[src/rtl/i2c_cmd_sequencer_pkg.sv]
// Purpose: shared types and defaults for the I2C command sequencer (FSM states, command entry).
// Latency: n/a (types and constants only).
// Backpressure: n/a.
package i2c_pkg;

    localparam int FIFO_DEPTH_DEF  = 4;
    localparam int TIMEOUT_CYC_DEF = 255;

    typedef enum logic [2:0] {
        ST_IDLE,
        ST_ISSUE,
        ST_WAIT_BUSY,
        ST_WAIT_DONE,
        ST_REPORT
    } state_t;

    // One queued command as stored in the FIFO: {rw, addr, data}.
    typedef struct packed {
        logic       rw;
        logic [6:0] addr;
        logic [7:0] data;
    } cmd_t;

    localparam int CMD_W = $bits(cmd_t);

endpackage

[src/rtl/i2c_cmd_sequencer_if.sv]
// Purpose: bundles the host command handshake, the I2C master control and the status outputs.
// Latency: n/a (wiring only).
// Backpressure: cmd_valid/cmd_ready handshake on the host side; m_busy is the only feedback from the master.
// Modports: slave = the sequencer (receives commands, drives the master), master = the environment
// (host plus I2C master) driving commands and m_busy.
interface i2c_cmd_sequencer_if #(
    parameter int FIFO_DEPTH = i2c_pkg::FIFO_DEPTH_DEF
);
    import i2c_pkg::*;

    localparam int LVL_W = $clog2(FIFO_DEPTH) + 1;

    logic             cmd_valid;
    logic             cmd_ready;
    logic             cmd_rw;
    logic [6:0]       cmd_addr;
    logic [7:0]       cmd_data;
    logic             m_start;
    logic             m_rw;
    logic [6:0]       m_addr;
    logic [7:0]       m_data;
    logic             m_busy;
    logic             done;
    logic             timeout_err;
    logic [LVL_W-1:0] fifo_level;
    logic             idle;

    modport slave (
        input  cmd_valid, cmd_rw, cmd_addr, cmd_data, m_busy,
        output cmd_ready, m_start, m_rw, m_addr, m_data,
               done, timeout_err, fifo_level, idle
    );

    modport master (
        output cmd_valid, cmd_rw, cmd_addr, cmd_data, m_busy,
        input  cmd_ready, m_start, m_rw, m_addr, m_data,
               done, timeout_err, fifo_level, idle
    );

endinterface

[src/rtl/i2c_cmd_sequencer_sync_fifo.sv]
// Purpose: generic circular-buffer FIFO with show-ahead read data (o_dout is the current head).
// Latency: a push is visible at o_dout / o_level on the cycle after the push edge.
// Backpressure: pushes while full and pops while empty are ignored; o_full tells the producer to hold.
// Ports: clk, rst (sync, active-high); i_push/i_din write side; i_pop read side; o_dout head entry;
// o_full, o_empty, o_level occupancy.
module sync_fifo #(
    parameter int WIDTH = 16,
    parameter int DEPTH = 4
) (
    input  logic                       clk,
    input  logic                       rst,
    input  logic                       i_push,
    input  logic [WIDTH-1:0]           i_din,
    input  logic                       i_pop,
    output logic [WIDTH-1:0]           o_dout,
    output logic                       o_full,
    output logic                       o_empty,
    output logic [$clog2(DEPTH):0]     o_level
);
    localparam int PW = $clog2(DEPTH);
    localparam int LW = PW + 1;
    localparam logic [LW-1:0] FULL_CNT = LW'(DEPTH);

    logic [WIDTH-1:0] r_mem [DEPTH];
    logic [PW-1:0]    r_wr_ptr;
    logic [PW-1:0]    r_rd_ptr;
    logic [LW-1:0]    r_count;
    logic             w_push;
    logic             w_pop;

    assign o_full  = (r_count == FULL_CNT);
    assign o_empty = (r_count == '0);
    assign o_level = r_count;
    assign o_dout  = r_mem[r_rd_ptr];

    assign w_push = i_push && !o_full;
    assign w_pop  = i_pop && !o_empty;

    // Depth is a power of two, so pointers wrap by plain overflow.
    always_ff @(posedge clk) begin
        if (rst) begin
            r_wr_ptr <= '0;
            r_rd_ptr <= '0;
            r_count  <= '0;
        end else begin
            if (w_push) begin
                r_wr_ptr <= r_wr_ptr + 1'b1;
            end
            if (w_pop) begin
                r_rd_ptr <= r_rd_ptr + 1'b1;
            end
            case ({w_push, w_pop})
                2'b10:   r_count <= r_count + 1'b1;
                2'b01:   r_count <= r_count - 1'b1;
                default: r_count <= r_count;
            endcase
        end
    end

    // Storage is deliberately left out of reset; only the pointers define validity.
    always_ff @(posedge clk) begin
        if (w_push) begin
            r_mem[r_wr_ptr] <= i_din;
        end
    end

endmodule

[src/rtl/i2c_cmd_sequencer.sv]
// Purpose: queues host I2C commands and issues them one at a time to an I2C master, with per-wait timeouts.
// Latency: m_start 2 cycles after a push into an empty FIFO with the FSM idle; done 1 cycle after the wait ends.
// Backpressure: cmd_ready = !full; while a command is in flight further commands wait in the FIFO.
// Ports: clk, rst (sync, active-high); bus (slave modport) carries the command handshake,
// master control (m_start, m_rw/m_addr/m_data, m_busy) and status (done, timeout_err, fifo_level, idle).
module i2c_cmd_sequencer
    import i2c_pkg::*;
#(
    parameter int FIFO_DEPTH  = FIFO_DEPTH_DEF,
    parameter int TIMEOUT_CYC = TIMEOUT_CYC_DEF
) (
    input  logic                 clk,
    input  logic                 rst,
    i2c_cmd_sequencer_if.slave   bus
);
    localparam int TMR_W = $clog2(TIMEOUT_CYC + 1);
    localparam logic [TMR_W-1:0] TMR_MAX = TMR_W'(TIMEOUT_CYC);

    state_t                      r_state;
    state_t                      w_state_nxt;
    logic [TMR_W-1:0]            r_timer;
    logic [TMR_W-1:0]            w_timer_nxt;
    logic [TMR_W-1:0]            w_timer_inc;
    logic                        w_tmo;
    logic                        r_err;
    logic                        w_err_nxt;
    cmd_t                        r_cmd;
    cmd_t                        w_push_cmd;
    cmd_t                        w_head;
    logic                        w_pop;
    logic                        w_full;
    logic                        w_empty;
    logic [$clog2(FIFO_DEPTH):0] w_level;

    assign w_push_cmd = {bus.cmd_rw, bus.cmd_addr, bus.cmd_data};

    sync_fifo #(
        .WIDTH (CMD_W),
        .DEPTH (FIFO_DEPTH)
    ) u_fifo (
        .clk     (clk),
        .rst     (rst),
        .i_push  (bus.cmd_valid),
        .i_din   (w_push_cmd),
        .i_pop   (w_pop),
        .o_dout  (w_head),
        .o_full  (w_full),
        .o_empty (w_empty),
        .o_level (w_level)
    );

    // Timer saturates at TIMEOUT_CYC so a long wait can never wrap back to a small count.
    assign w_tmo       = (r_timer == TMR_MAX);
    assign w_timer_inc = w_tmo ? r_timer : r_timer + 1'b1;

    always_comb begin
        w_state_nxt = r_state;
        w_timer_nxt = r_timer;
        w_err_nxt   = r_err;
        w_pop       = 1'b0;
        case (r_state)
            ST_IDLE: begin
                if (!w_empty) begin
                    w_pop       = 1'b1;
                    w_state_nxt = ST_ISSUE;
                end
            end
            ST_ISSUE: begin
                w_timer_nxt = '0;
                w_state_nxt = ST_WAIT_BUSY;
            end
            ST_WAIT_BUSY: begin
                // A master that answers on the very cycle the timer expires still wins.
                if (bus.m_busy) begin
                    w_timer_nxt = '0;
                    w_state_nxt = ST_WAIT_DONE;
                end else if (w_tmo) begin
                    w_err_nxt   = 1'b1;
                    w_state_nxt = ST_REPORT;
                end else begin
                    w_timer_nxt = w_timer_inc;
                end
            end
            ST_WAIT_DONE: begin
                if (!bus.m_busy) begin
                    w_err_nxt   = 1'b0;
                    w_state_nxt = ST_REPORT;
                end else if (w_tmo) begin
                    w_err_nxt   = 1'b1;
                    w_state_nxt = ST_REPORT;
                end else begin
                    w_timer_nxt = w_timer_inc;
                end
            end
            ST_REPORT: begin
                w_state_nxt = ST_IDLE;
            end
            default: begin
                w_state_nxt = ST_IDLE;
            end
        endcase
    end

    always_ff @(posedge clk) begin
        if (rst) begin
            r_state <= ST_IDLE;
            r_timer <= '0;
            r_err   <= 1'b0;
            r_cmd   <= '0;
        end else begin
            r_state <= w_state_nxt;
            r_timer <= w_timer_nxt;
            r_err   <= w_err_nxt;
            // Command fields only move on a pop, so they stay stable ISSUE..REPORT.
            if (w_pop) begin
                r_cmd <= w_head;
            end
        end
    end

    assign bus.cmd_ready   = !w_full;
    assign bus.fifo_level  = w_level;
    assign bus.idle        = (r_state == ST_IDLE) && w_empty;
    assign bus.m_start     = (r_state == ST_ISSUE);
    assign bus.done        = (r_state == ST_REPORT);
    assign bus.timeout_err = (r_state == ST_REPORT) && r_err;
    assign bus.m_rw        = r_cmd.rw;
    assign bus.m_addr      = r_cmd.addr;
    assign bus.m_data      = r_cmd.data;

endmodule

[src/flat_wrapper.sv]
// flat-port wrapper written by rule: the top's interface ports become plain ports
module i2c_cmd_sequencer_flat import i2c_pkg::*;
#(
    parameter int FIFO_DEPTH  = FIFO_DEPTH_DEF,
    parameter int TIMEOUT_CYC = TIMEOUT_CYC_DEF
)
  (clk, rst, bus_cmd_valid, bus_cmd_rw, bus_cmd_addr, bus_cmd_data, bus_m_busy, bus_cmd_ready, bus_m_start, bus_m_rw, bus_m_addr, bus_m_data, bus_done, bus_timeout_err, bus_fifo_level, bus_idle);
  i2c_cmd_sequencer_if #(.FIFO_DEPTH(FIFO_DEPTH)) bus_i ();
  input  logic clk;
  input  logic rst;
  input wire logic [$bits(bus_i.cmd_valid)-1:0] bus_cmd_valid;
  input wire logic [$bits(bus_i.cmd_rw)-1:0] bus_cmd_rw;
  input wire logic [$bits(bus_i.cmd_addr)-1:0] bus_cmd_addr;
  input wire logic [$bits(bus_i.cmd_data)-1:0] bus_cmd_data;
  input wire logic [$bits(bus_i.m_busy)-1:0] bus_m_busy;
  output wire logic [$bits(bus_i.cmd_ready)-1:0] bus_cmd_ready;
  output wire logic [$bits(bus_i.m_start)-1:0] bus_m_start;
  output wire logic [$bits(bus_i.m_rw)-1:0] bus_m_rw;
  output wire logic [$bits(bus_i.m_addr)-1:0] bus_m_addr;
  output wire logic [$bits(bus_i.m_data)-1:0] bus_m_data;
  output wire logic [$bits(bus_i.done)-1:0] bus_done;
  output wire logic [$bits(bus_i.timeout_err)-1:0] bus_timeout_err;
  output wire logic [$bits(bus_i.fifo_level)-1:0] bus_fifo_level;
  output wire logic [$bits(bus_i.idle)-1:0] bus_idle;
  assign bus_i.cmd_valid = bus_cmd_valid;
  assign bus_i.cmd_rw = bus_cmd_rw;
  assign bus_i.cmd_addr = bus_cmd_addr;
  assign bus_i.cmd_data = bus_cmd_data;
  assign bus_i.m_busy = bus_m_busy;
  assign bus_cmd_ready = bus_i.cmd_ready;
  assign bus_m_start = bus_i.m_start;
  assign bus_m_rw = bus_i.m_rw;
  assign bus_m_addr = bus_i.m_addr;
  assign bus_m_data = bus_i.m_data;
  assign bus_done = bus_i.done;
  assign bus_timeout_err = bus_i.timeout_err;
  assign bus_fifo_level = bus_i.fifo_level;
  assign bus_idle = bus_i.idle;
  i2c_cmd_sequencer #(.FIFO_DEPTH(FIFO_DEPTH), .TIMEOUT_CYC(TIMEOUT_CYC)) u_core (.clk(clk), .rst(rst), .bus(bus_i));
endmodule
[config.mk]
export PLATFORM = sky130hd
export DESIGN_NAME = i2c_cmd_sequencer_flat
export DESIGN_NICKNAME = d
export VERILOG_FILES = /design/src/rtl/i2c_cmd_sequencer_pkg.sv /design/src/rtl/i2c_cmd_sequencer_if.sv /design/src/rtl/i2c_cmd_sequencer_sync_fifo.sv /design/src/rtl/i2c_cmd_sequencer.sv /design/src/flat_wrapper.sv
export SDC_FILE = /design/constraint.sdc
export NUM_CORES = 1
export LEC_CHECK = 0
export BUFFER_PORTS_ARGS = -buffer_cell sky130_fd_sc_hd__buf_4
export CORE_AREA = 2 2 118 120
export CTS_CLUSTER_SIZE = 24
export DETAILED_ROUTE_END_ITERATION = 8
export DIE_AREA = 0 0 120 122
export SLEW_MARGIN = 10
export SYNTH_ARGS = -nofsm -noshare
export SYNTH_HDL_FRONTEND = slang
export SYNTH_SLANG_ARGS = --single-unit
[constraint.sdc]
create_clock -name clk -period 2.6 [get_ports clk]
set_input_delay 0.26 -clock clk [delete_from_list [all_inputs] [get_ports clk]]
set_output_delay 0.26 -clock clk [all_outputs]
set_load 0.05 [all_outputs]
==> Implementation_results.wiki <==
{| class="wikitable"
! Metric !! Value
|-
| Post-Route M1 WL || 3510 microns
|-
| Buffers inserted during post-CTS setup optimization || 0
|-
| Later-pin clock latency in the skew report || 0.34 ns
|-
| Worst path max stage delay || 0.45 ns
|-
| Deepest clock path buffer count || 2
|-
| Post-detailed-route DRC marker count || 0
|-
| Source of the worst hold timing path || bus_cmd_data[1]
|-
| Critical-path cell with the highest stage delay || sky130_fd_sc_hd__or3b_4
|-
| Vias in the first global route || 2437
|-
| Cell area after technology mapping || 4170 sq um
|-
| Peak Freq || 428 MHz
|-
| Antenna violations before repair || 0
|-
| Most common flop cell mapped by yosys || sky130_fd_sc_hd__edfxtp_1
|-
| Fillers || 1290
|-
| Internal power || 3.44 mW
|-
| Total power divided by cell area || 1120 nW/um^2
|-
| Total congestion overflow after global routing || 0
|-
| Clock transition at the registers of the reported paths || 0.07 ns
|-
| Critical path class || register to register
|-
| Power share of the sequential group || 38.2%
|-
| Average vias per placed instance || 4.76
|-
| Synth warn || 0
|-
| Post-route fraction of the period consumed by the critical path || 89.8%
|-
| Post-synthesis sequential element count || 99
|-
| Final period demand of the worst path || 2.33 ns
|-
| Routed wire length on met2 || 3940 microns
|-
| Static Leakage || 1.72 nW
|-
| Clk pwr share || 24.0%
|-
| WP data arrival || 2.60 ns
|-
| Initial Utilization || 30.9%
|-
| Final Max Slew Viols || 0
|-
| Comb power frac || 37.8%
|-
| Setup violators final || 0
|-
| Share of layout cells above drive strength 1 || 24.6%
|-
| Net switching share of the total power || 37.2%
|-
| Synthesized netlist cell count || 289
|-
| Maximum level of the CTS H-tree || 3
|-
| Routed via count || 2482
|-
| Hold Fails Final Rpt || 0
|-
| Worst-case setup margin in the final layout || 0.266 ns
|-
| Critical path startpoint || u_core.u_fifo.o_level[0]$_SDFFE_PP0P_
|-
| Crit-path most repeated cell || sky130_fd_sc_hd__inv_1
|-
| Die Wd || 120 microns
|-
| Distinct cells, synth || 50
|-
| Total net switching power || 2.04 mW
|-
| Final Wtd Congestion || 0.764
|-
| Count of routing violations after the opening detailed-route iteration || 144
|-
| Clock tree from TritonCTS || done
|-
| Highest metal layer used by the detailed router || met4
|-
| Number of buffers created by CTS || 9
|-
| Max-Slew Margin vs Limit || 46.3%
|-
| Total number of nets in the final design || 363
|-
| IO Pins || 44
|-
| Count of antenna-violating nets left after detailed routing || 0
|-
| Result of the run || finished clean
|-
| HPWL after detailed placement || 5110 microns
|-
| 1st-pass router iterations || 5
|-
| Fraction of the yosys area taken by sequential cells || 62.8%
|-
| Diode insertion count for antenna repair || 0
|-
| Origin of the critical flop-to-flop path || u_core.u_fifo.o_level[0]$_SDFFE_PP0P_
|-
| Critical path endpoint category || register
|-
| Area post-placement || 4610 sq um
|-
| Cell-by-cell listing of the critical path || or3b_4 -> and2_4 -> inv_1 -> ha_1 -> inv_1 -> fa_1 -> xor2_1 -> or3_1 -> a21oi_1
|-
| Worst Path Required || 2.87 ns
|-
| Total wirelength of the detailed-routed design || 7840 microns
|-
| Routed length on met3 || 247 microns
|-
| Growth of design area from synthesis to finish || 17.4%
|-
| Post-route clock skew || 0.00885 ns
|-
| Setup Slack @ Placement || 0.276 ns
|-
| Asr flop ratio synth || 0%
|-
| Syn nets || 316
|-
| Worst IR drop on VDD || 0.000429 V
|-
| Crit start category || register
|-
| Root buf cell || sky130_fd_sc_hd__clkbuf_16
|-
| Buffers on Ports || 43
|-
| Global-route wire length before repair || 12600 microns
|-
| Summed negative setup slack over all endpoints || 0 ns
|-
| Hold buffer count at cts || 0
|-
| Max-cap violation count || 0
|-
| Actual slew at the worst max-slew pin || 0.804 ns
|-
| RSZ-0062 raised after global routing || no
|-
| Floorplan die height || 122 microns
|-
| Top fanout value on the critical path || 6
|-
| Count of instances resized after the clock tree is built || 0
|-
| Floorplan row count || 43
|-
| Total core area || 13500 sq um
|-
| All-Layer GR Usage || 11.3%
|-
| Worst hold path class || primary input to register
|-
| Average footprint of a synthesized cell || 14.4 sq um
|-
| Total non-filler cell area in the finished layout || 4900 sq um
|-
| Number of clock sinks seen by CTS || 99
|-
| Pin count of the biggest net entering global routing || 38
|-
| Die Outline Area || 14600 sq um
|-
| Detail-routed net length per standard cell || 15.0 microns
|-
| EDFF count, synth || 64
|}
## cell families (layout without fill, tap and decap cells)
group / after synthesis / in the layout / synth area share, %
buffers and inverters: 24 / 76 / 5.16
xor gates and xnor gates: 5 / 5 / 1.05
and+or+nand+nor: 90 / 90 / 12.0
DFF: 99 / 99 / 62.8
adders and majority gates: 7 / 7 / 2.28
muxes: 17 / 17 / 9.95
AOI/OAI and AO/OA: 47 / 47 / 6.74
## power groups by stage
stage / logic (mW) / clock network (mW) / registers, mW
after global routing: 2.23 / 1.41 / 2.13
after detailed placement: 2.11 / 0 / 2.13
final: 2.07 / 1.31 / 2.09
after floorplan: 1.26 / 0 / 2.49
after CTS: 2.11 / 1.35 / 2.10
after global placement: 2.08 / 0 / 2.12
## cells in the mapped netlist (all sizes together), types with 3 or more instances
cell type | count | area (sq um)
a31oi | 4 | 25.0
and3 | 8 | 50.1
a21oi | 29 | 149
o21ai | 5 | 25.0
nand3 | 3 | 15.0
nor4 | 3 | 18.8
nor2 | 10 | 37.5
nand2 | 39 | 156
xor2 | 3 | 26.3
nand4 | 5 | 31.3
mux4 | 16 | 405
or3 | 3 | 23.8
dfxtp | 35 | 701
nand2b | 3 | 26.3
clkbuf | 5 | 58.8
ha | 6 | 75.1
buf | 10 | 118
edfxtp | 64 | 1920
inv | 8 | 30.0
nor3 | 8 | 67.6
## registers in the layout, summed over array words and instances, names as in the netlist
signal                  flops
u_core.u_fifo.o_level       3
u_core.u_fifo.r_wr_ptr      2
u_core.bus.m_data           8
u_core.r_state              3
u_core.u_fifo.r_rd_ptr      2
u_core.r_err                1
u_core.bus.m_rw             1
u_core.r_timer              8
u_core.bus.m_addr           7
u_core.u_fifo.r_mem        64
## cell type report
class                      instances  area [sq um]  area share (%)
inverter                           9          38.8           0.791
clock inverter                     3          38.8           0.791
multi-input combinational        166          1340            27.4
sequential                        99          2620            53.5
clock buffer                      13           250            5.10
timing repair buffer              51           383            7.81
tap                              180           225            4.59
## placed cells by master (no fill, tap or decap), types with 2 or more instances in the layout
master,netlist,layout
sky130_fd_sc_hd__a21oi_1,28,28
sky130_fd_sc_hd__a31oi_1,4,4
sky130_fd_sc_hd__and3_1,8,8
sky130_fd_sc_hd__and4_1,2,2
sky130_fd_sc_hd__buf_4,1,51
sky130_fd_sc_hd__clkbuf_1,1,3
sky130_fd_sc_hd__clkbuf_16,0,9
sky130_fd_sc_hd__dfxtp_1,35,34
sky130_fd_sc_hd__edfxtp_1,64,64
sky130_fd_sc_hd__ha_1,6,6
sky130_fd_sc_hd__inv_1,8,8
sky130_fd_sc_hd__mux4_1,12,12
sky130_fd_sc_hd__mux4_2,4,4
sky130_fd_sc_hd__nand2_1,37,37
sky130_fd_sc_hd__nand2b_1,2,2
sky130_fd_sc_hd__nand3_1,3,3
sky130_fd_sc_hd__nand4_1,5,5
sky130_fd_sc_hd__nor2_1,10,10
sky130_fd_sc_hd__nor3_1,5,5
sky130_fd_sc_hd__nor3_4,2,2
sky130_fd_sc_hd__nor4_1,3,2
sky130_fd_sc_hd__o21ai_0,5,5
sky130_fd_sc_hd__o22ai_1,2,2
sky130_fd_sc_hd__or3_1,2,2
sky130_fd_sc_hd__xnor2_1,2,2
sky130_fd_sc_hd__xor2_1,3,3
## worst paths after layout
check	end	cells past startpoint	slack [ns]
worst max-delay path	u_core.u_fifo.o_level[2]$_SDFFE_PP0P_	9	0.27
worst min-delay path	u_core.u_fifo.r_mem[2][1]$_DFFE_PP_	1	0.11
worst max register to register	u_core.u_fifo.o_level[2]$_SDFFE_PP0P_	9	0.27
worst min register to register	u_core.bus.m_data[3]$_SDFFE_PP0P_	2	0.46
## stage by stage
step	utilization, %	std cells	total power, mW	hold WS [ns]
finish	36.3	521	5.48	0.115
global route	36.3	521	5.77	0.107
CTS	36.3	521	5.55	0.105
detailed placement	34.2	505	4.24	0.450
global placement	34.2	505	4.20	0.450
floorplan	-	289	3.75	0.359
## layer usage
metal	up-vias	GRT usage [%]
li1	1187	-
met1	1229	13.9
met2	55	18.8
met3	11	2.53
met4	0	5.66
met5	-	0
## worst max-delay path: cells and delay by family (launching register included)
kind / cells / cell delay, ns
compound gates: 1 / 0.14
xor+xnor: 1 / 0.15
fa+ha+maj: 2 / 0.54
buf+inv: 2 / 0.13
flops: 1 / 0.37
simple gates: 3 / 0.94
No activity file was read; power rests on OpenSTA's default activity.
